File: src/rtl/wb_arbiter.sv
// Writeback arbiter: merges single-cycle ALU results and queued LSU results
// onto the register file's single write port. ALU results have absolute
// priority; younger ALU writes kill queued LSU writes to the same register.
module wb_arbiter #(
    parameter int DEPTH = 4
) (
    input  logic                       clk,
    input  logic                       rst_n,
    input  logic                       alu_valid,
    input  logic [4:0]                 alu_rd,
    input  logic [31:0]                alu_data,
    input  logic                       lsu_valid,
    output logic                       lsu_ready,
    input  logic [4:0]                 lsu_rd,
    input  logic [31:0]                lsu_data,
    output logic                       RegWEn,
    output logic [4:0]                 AddrD,
    output logic [31:0]                DataD,
    output logic [31:0]                pending_mask,
    output logic [$clog2(DEPTH):0]     fifo_count
);

    localparam int PTR_W = $clog2(DEPTH);
    localparam int CNT_W = PTR_W + 1;

    // FIFO storage: live flags packed, rd and data as arrays
    logic [DEPTH-1:0] live_q, live_d;
    logic [4:0]       rd_q   [DEPTH];
    logic [31:0]      data_q [DEPTH];

    logic [PTR_W-1:0] wr_ptr_q, wr_ptr_d;
    logic [PTR_W-1:0] rd_ptr_q, rd_ptr_d;
    logic [CNT_W-1:0] count_q, count_d;

    logic        reg_wen_q, reg_wen_d;
    logic [4:0]  addr_q, addr_d;
    logic [31:0] data_out_q, data_out_d;

    logic        alu_own;
    logic        push;
    logic        push_live;
    logic        head_live;
    logic        pop;
    logic [DEPTH-1:0] occupied;

    assign alu_own   = alu_valid && (alu_rd != 5'd0);
    assign lsu_ready = rst_n && (count_q < CNT_W'(DEPTH));
    assign push      = lsu_valid && lsu_ready;
    // An LSU result is always older than a concurrent ALU result to the same rd
    assign push_live = (lsu_rd != 5'd0) && !(alu_own && (lsu_rd == alu_rd));
    // Head liveness uses the pre-kill flag; a head killed this cycle still
    // cannot pop because the ALU owns the port.
    assign head_live = live_q[rd_ptr_q];
    assign pop       = (count_q != '0) && (!head_live || !alu_own);

    // Slot gi is occupied when its distance from the read pointer is below count
    generate
        for (genvar gi = 0; gi < DEPTH; gi++) begin : g_occ
            logic [PTR_W-1:0] offset;
            assign offset       = PTR_W'(gi) - rd_ptr_q;
            assign occupied[gi] = {1'b0, offset} < count_q;
        end
    endgenerate

    // Next-state for FIFO flags, pointers, count and write-port outputs
    always_comb begin
        live_d     = live_q;
        wr_ptr_d   = wr_ptr_q;
        rd_ptr_d   = rd_ptr_q;
        count_d    = count_q;
        reg_wen_d  = 1'b0;
        addr_d     = addr_q;
        data_out_d = data_out_q;

        // Kill stored entries targeting the register the ALU is writing now
        for (int i = 0; i < DEPTH; i++) begin
            if (alu_own && (rd_q[i] == alu_rd)) begin
                live_d[i] = 1'b0;
            end
        end

        if (pop) begin
            live_d[rd_ptr_q] = 1'b0;
            rd_ptr_d         = rd_ptr_q + 1'b1;
        end

        // Push slot can never be the pop slot: equal pointers imply empty or full
        if (push) begin
            live_d[wr_ptr_q] = push_live;
            wr_ptr_d         = wr_ptr_q + 1'b1;
        end

        case ({push, pop})
            2'b10:   count_d = count_q + 1'b1;
            2'b01:   count_d = count_q - 1'b1;
            default: count_d = count_q;
        endcase

        if (alu_own) begin
            reg_wen_d  = 1'b1;
            addr_d     = alu_rd;
            data_out_d = alu_data;
        end else if (pop && head_live) begin
            reg_wen_d  = 1'b1;
            addr_d     = rd_q[rd_ptr_q];
            data_out_d = data_q[rd_ptr_q];
        end
    end

    // Control state and registered write port, with synchronous reset
    always_ff @(posedge clk) begin
        if (!rst_n) begin
            live_q     <= '0;
            wr_ptr_q   <= '0;
            rd_ptr_q   <= '0;
            count_q    <= '0;
            reg_wen_q  <= 1'b0;
            addr_q     <= 5'd0;
            data_out_q <= 32'd0;
        end else begin
            live_q     <= live_d;
            wr_ptr_q   <= wr_ptr_d;
            rd_ptr_q   <= rd_ptr_d;
            count_q    <= count_d;
            reg_wen_q  <= reg_wen_d;
            addr_q     <= addr_d;
            data_out_q <= data_out_d;
        end
    end

    // Payload storage; contents are meaningless unless the slot is occupied
    always_ff @(posedge clk) begin
        if (push) begin
            rd_q[wr_ptr_q]   <= lsu_rd;
            data_q[wr_ptr_q] <= lsu_data;
        end
    end

    // Pending-destination mask for decode stall logic
    always_comb begin
        pending_mask = 32'd0;
        for (int i = 0; i < DEPTH; i++) begin
            if (live_q[i] && occupied[i]) begin
                pending_mask = pending_mask | (32'd1 << rd_q[i]);
            end
        end
        pending_mask[0] = 1'b0;
    end

    assign RegWEn     = reg_wen_q;
    assign AddrD      = addr_q;
    assign DataD      = data_out_q;
    assign fifo_count = count_q;

endmodule

File: config.mk
export PLATFORM = sky130hd
export DESIGN_NAME = wb_arbiter
export DESIGN_NICKNAME = d
export VERILOG_FILES = /design/src/rtl/wb_arbiter.sv
export SDC_FILE = /design/constraint.sdc
export NUM_CORES = 1
export LEC_CHECK = 0
export CAP_MARGIN = 20
export CORE_MARGIN = 5
export CORE_UTILIZATION = 37
export CTS_CLUSTER_SIZE = 40
export DETAILED_ROUTE_END_ITERATION = 8
export SYNTH_ARGS = -nofsm -noshare
export SYNTH_HDL_FRONTEND = slang
export SYNTH_SLANG_ARGS = --single-unit
File: constraint.sdc
create_clock -name clk -period 5.9 [get_ports clk]
set_clock_uncertainty 0.1 [all_clocks]
set_input_delay 1.18 -clock clk [delete_from_list [all_inputs] [get_ports clk]]
set_output_delay 1.18 -clock clk [all_outputs]
set_load 0.02 [all_outputs]
==> summary.md <==
| Metric | Value |
|---|---|
| Outcome | `finished clean` |
| Die ar. | `between 20000 and 30000 sq um` |
| # diodes | `0` |
| Clk_lat worst skew | `between 400 and 500 ps` |
| CTS max path bufs | `2` |
| Post-synth ARST share | `0%` |
| Syn_area_per_cell | `approximately 14 sq um` |
| Initial antenna violation count | `1` |
| Max-slew violation count | `0` |
| Resize count post-CTS | `0` |
| #FFs+latches synth | `199` |
| Slowest CP cell | `clkdlybuf4s50_1` |
| Layout cell share with drive strength beyond 1 | `11.18%` |
| Yosys top cell area share | `48.58%` |
| Period utilization | `approximately four fifths` |
| Most used cell, CP | `ha_1` |
| Final GP Congestion | `about 0.9` |
| Yosys cell types | `53` |
| Synth area leader | `edfxtp_1` |
| Die Ht | `about 170 um` |
| Leakage | `3.731 nW` |
| Largest net degree at the start of global routing | `38` |
| Minimum clock period | `4790 ps` |
| CP Data Arrival Time | `~3500 ps` |
| Commonest non-fill, non-tap cell in the layout | `clkdlybuf4s50_1` |
| R2R cell count | `9` |
| Most frequent cells in the layout | `150 x clkdlybuf4s50_1, 148 x edfxtp_1, 49 x dfxtp_1, 38 x mux4_2` |
| Post-Syn Nets | `around 760` |
| Setup Viol. Count Final | `0` |
| Reg-to-Reg Start | `rd_ptr_q[0]$_SDFFE_PN0P_` |
| Core Region | `around 24000 sq um` |
| DR vias | `6223` |
| MaxCap Viol Count | `0` |
| Gate Count Post-Synth | `670` |
| Setup tns final | `0 ps` |
| Worst slew margin | `between 30% and 40%` |
| Row count | `57` |
| Fmax | `~0.21 GHz` |
| Post-synth EDFFs | `148` |
| Worst EP required | `4620 ps` |
| Fill cells | `about 2.2k` |
| Least-Margin Pin Slew | `978.8 ps` |
| Critical path cell sequence | `inv_1 > ha_1 > ha_1 > a21oi_1 > o21ai_1 > nor3_1 > a211o_1 > clkdlybuf4s50_1` |
| Root Buffer | `clkbuf_16` |
| Detailed Place HPWL | `around 16 mm` |
| Hold_sp | `DataD[22]$_SDFFE_PN0P_` |
| Comb power frac | `a little over a fifth` |
| Reg clk slew, reported paths | `80 ps` |
| Worst hold-check path type | `register to register` |
| Crit end category | `output pin` |
| # nets final | `884` |
| CP top delay family | `compound AO/OA/AOI/OAI gates` |
| Main synth FF type | `edfxtp_1` |
| Initial Utilization | `around 38%` |
| CTS tree | `yes` |
| Antenna Violating Nets Remaining | `0` |
| Ranking of synthesized cells by area | `edfxtp_1 49%, dfxtp_1 11%, mux4_2 9.4%, a221o_1 3.5%, nor2b_1 2.4%` |
| Worst Setup Start Kind | `register` |
| Worst Hold Depth | `1` |
| All-Layer GR Usage | `16.80%` |
| VDD IR-drop max | `0.0001805 V` |
| Sequential area share after synthesis | `between 50% and 60%` |
| H-tree levels | `4` |
| Via density | `about 5.5` |
| WP buf/inv | `2` |
| Clock Power Share | `between 30% and 40%` |
| Post-Syn Area | `roughly 9100 sq um` |
| Area Overhead vs Synth | `24.48%` |
| First-pass GRT wire length | `37.00 mm` |
| PortBufs | `150` |
| CTS Buf Count | `17` |
| Worst path max stage delay | `around 600 ps` |
| Pre-antenna DRT Iters | `5` |
| CTS hold repair buffers | `0` |
| Int Power | `about 2.6 mW` |
| Num Clock Sinks | `between 150 and 200` |
| Post-DR wirelength/cell | `around 21 um` |
| Drt drc | `0` |
| Kind of critical path | `register to output pin` |
| Hold path endpoint | `DataD[22]$_SDFFE_PN0P_` |
| Net switching power | `between 1 and 1.5 mW` |
| Chip Width | `between 150 and 200 um` |
| Flop pwr share | `approximately 47%` |
| Vias in the first global route | `roughly 6.4k` |
| Final Hold Fails | `0` |
| Hold Slack | `approximately 400 ps` |
| Worst-path maximum fanout | `8` |
| Post CTS Setup Buffer Count | `0` |
| Terminus of the critical flop-to-flop path | `fifo_count[2]$_SDFFE_PN0P_` |
| Worst reg-to-reg setup slack | `approximately 3100 ps` |
| Final wirelength | `23.78 mm` |
| RSZ-0062 raised after global routing | `false` |
| Power per cell area | `316.0 nW/um^2` |
| Num ports | `between 150 and 200` |
| 1st-iter DRT viols | `about 460` |
| Yosys warnings | `0` |
| Sw Ratio | `about 29%` |
| Overflow after GRT | `0` |
==> area by class of cell <==
| type | count | area [sq um] | area share [%] |
|---|---|---|---|
| flip-flops and latches | 199 | 5468 | 48.02 |
| multi-input cells | 400 | 3333 | 29.27 |
| repair buffers | 156 | 1546 | 13.58 |
| clock buffers | 17 | 425.4 | 3.736 |
| well taps | 324 | 405.4 | 3.560 |
| clock inverters | 15 | 141.4 | 1.242 |
| inverters | 18 | 67.56 | 0.5933 |
==> per-stage QoR <==
step           power (mW)  utilization, %  cells  setup WS [ps]  area (sq um)
2_1_floorplan       2.268               -    670           2199          9148
3_5_place_dp        2.526           44.49   1097           1421         10820
6_report            3.599           46.82   1129           1110         11390
5_1_grt             3.771           46.82   1129          831.8         11390
3_3_place_gp        2.516           44.49   1097           1440         10820
4_1_cts             3.636           46.82   1129           1100         11390
==> logic make-up (layout without fill, tap and decap cells) <==
logic type | Yosys count | after routing | share of synthesized area, %
AND/OR/NAND/NOR | 203 | 203 | 12.43
flip-flops | 199 | 199 | 59.75
AO/OA/AOI/OAI | 110 | 110 | 9.274
buffers and inverters | 71 | 206 | 3.830
multiplexers | 43 | 43 | 9.903
XOR/XNOR | 29 | 29 | 2.777
adder cells (fa/ha/maj) | 14 | 14 | 1.997
other | 1 | 1 | 0.04099
==> power groups by stage <==
stage                     combinational (mW)  clock (mW)  sequential, mW
after global routing                   0.861        1.20            1.71
after CTS                              0.801        1.14            1.70
final                                  0.790        1.11            1.70
after global placement                 0.789           0            1.73
after detailed placement               0.797           0            1.73
after floorplan                        0.564           0            1.70
==> Yosys cell counts, drive strengths merged (5+ instances only) <==
cell / count
edfxtp: 148
dfxtp: 51
mux4: 38
nor2: 36
nor2b: 35
a221o: 32
o22ai: 31
nor3: 29
clkbuf: 27
buf: 26
or3: 26
inv: 18
nand2: 16
nand3: 16
nor4: 16
xnor2: 16
ha: 13
xor2: 13
a211o: 12
o21ai: 12
a21oi: 9
nand3b: 7
mux2i: 5
nand2b: 5
==> routing by layer <==
layer	up-vias	share of wire, %	GRT usage, %
met5	-	0.029	0
met4	2	2.0	5.222
met3	33	5.5	3.678
met2	221	48	27.18
met1	3107	44	22.83
li1	2860	-	-
==> state kept, by name (all words and copies together), names as in the netlist, named ones only <==
name,count
AddrD,5
DataD,32
RegWEn,1
data_q,128
fifo_count,3
live_q,4
rd_ptr_q,2
rd_q,20
wr_ptr_q,2
==> how the worst max path moves through the flow <==
stage / from / to / slack [ps] / depth (start not counted)
floorplan: alu_rd[2] / fifo_count[2]$_SDFFE_PN0P_ / 2200 / 12
global route: rd_ptr_q[0]$_SDFFE_PN0P_ / pending_mask[22] / 830 / 8
global placement: alu_rd[1] / fifo_count[2]$_SDFFE_PN0P_ / 1440 / 11
detailed placement: alu_rd[1] / fifo_count[2]$_SDFFE_PN0P_ / 1420 / 11
finish: rd_ptr_q[0]$_SDFFE_PN0P_ / pending_mask[22] / 1110 / 8
CTS: rd_ptr_q[0]$_SDFFE_PN0P_ / pending_mask[22] / 1100 / 8
Power figures use the tool's default switching activity.
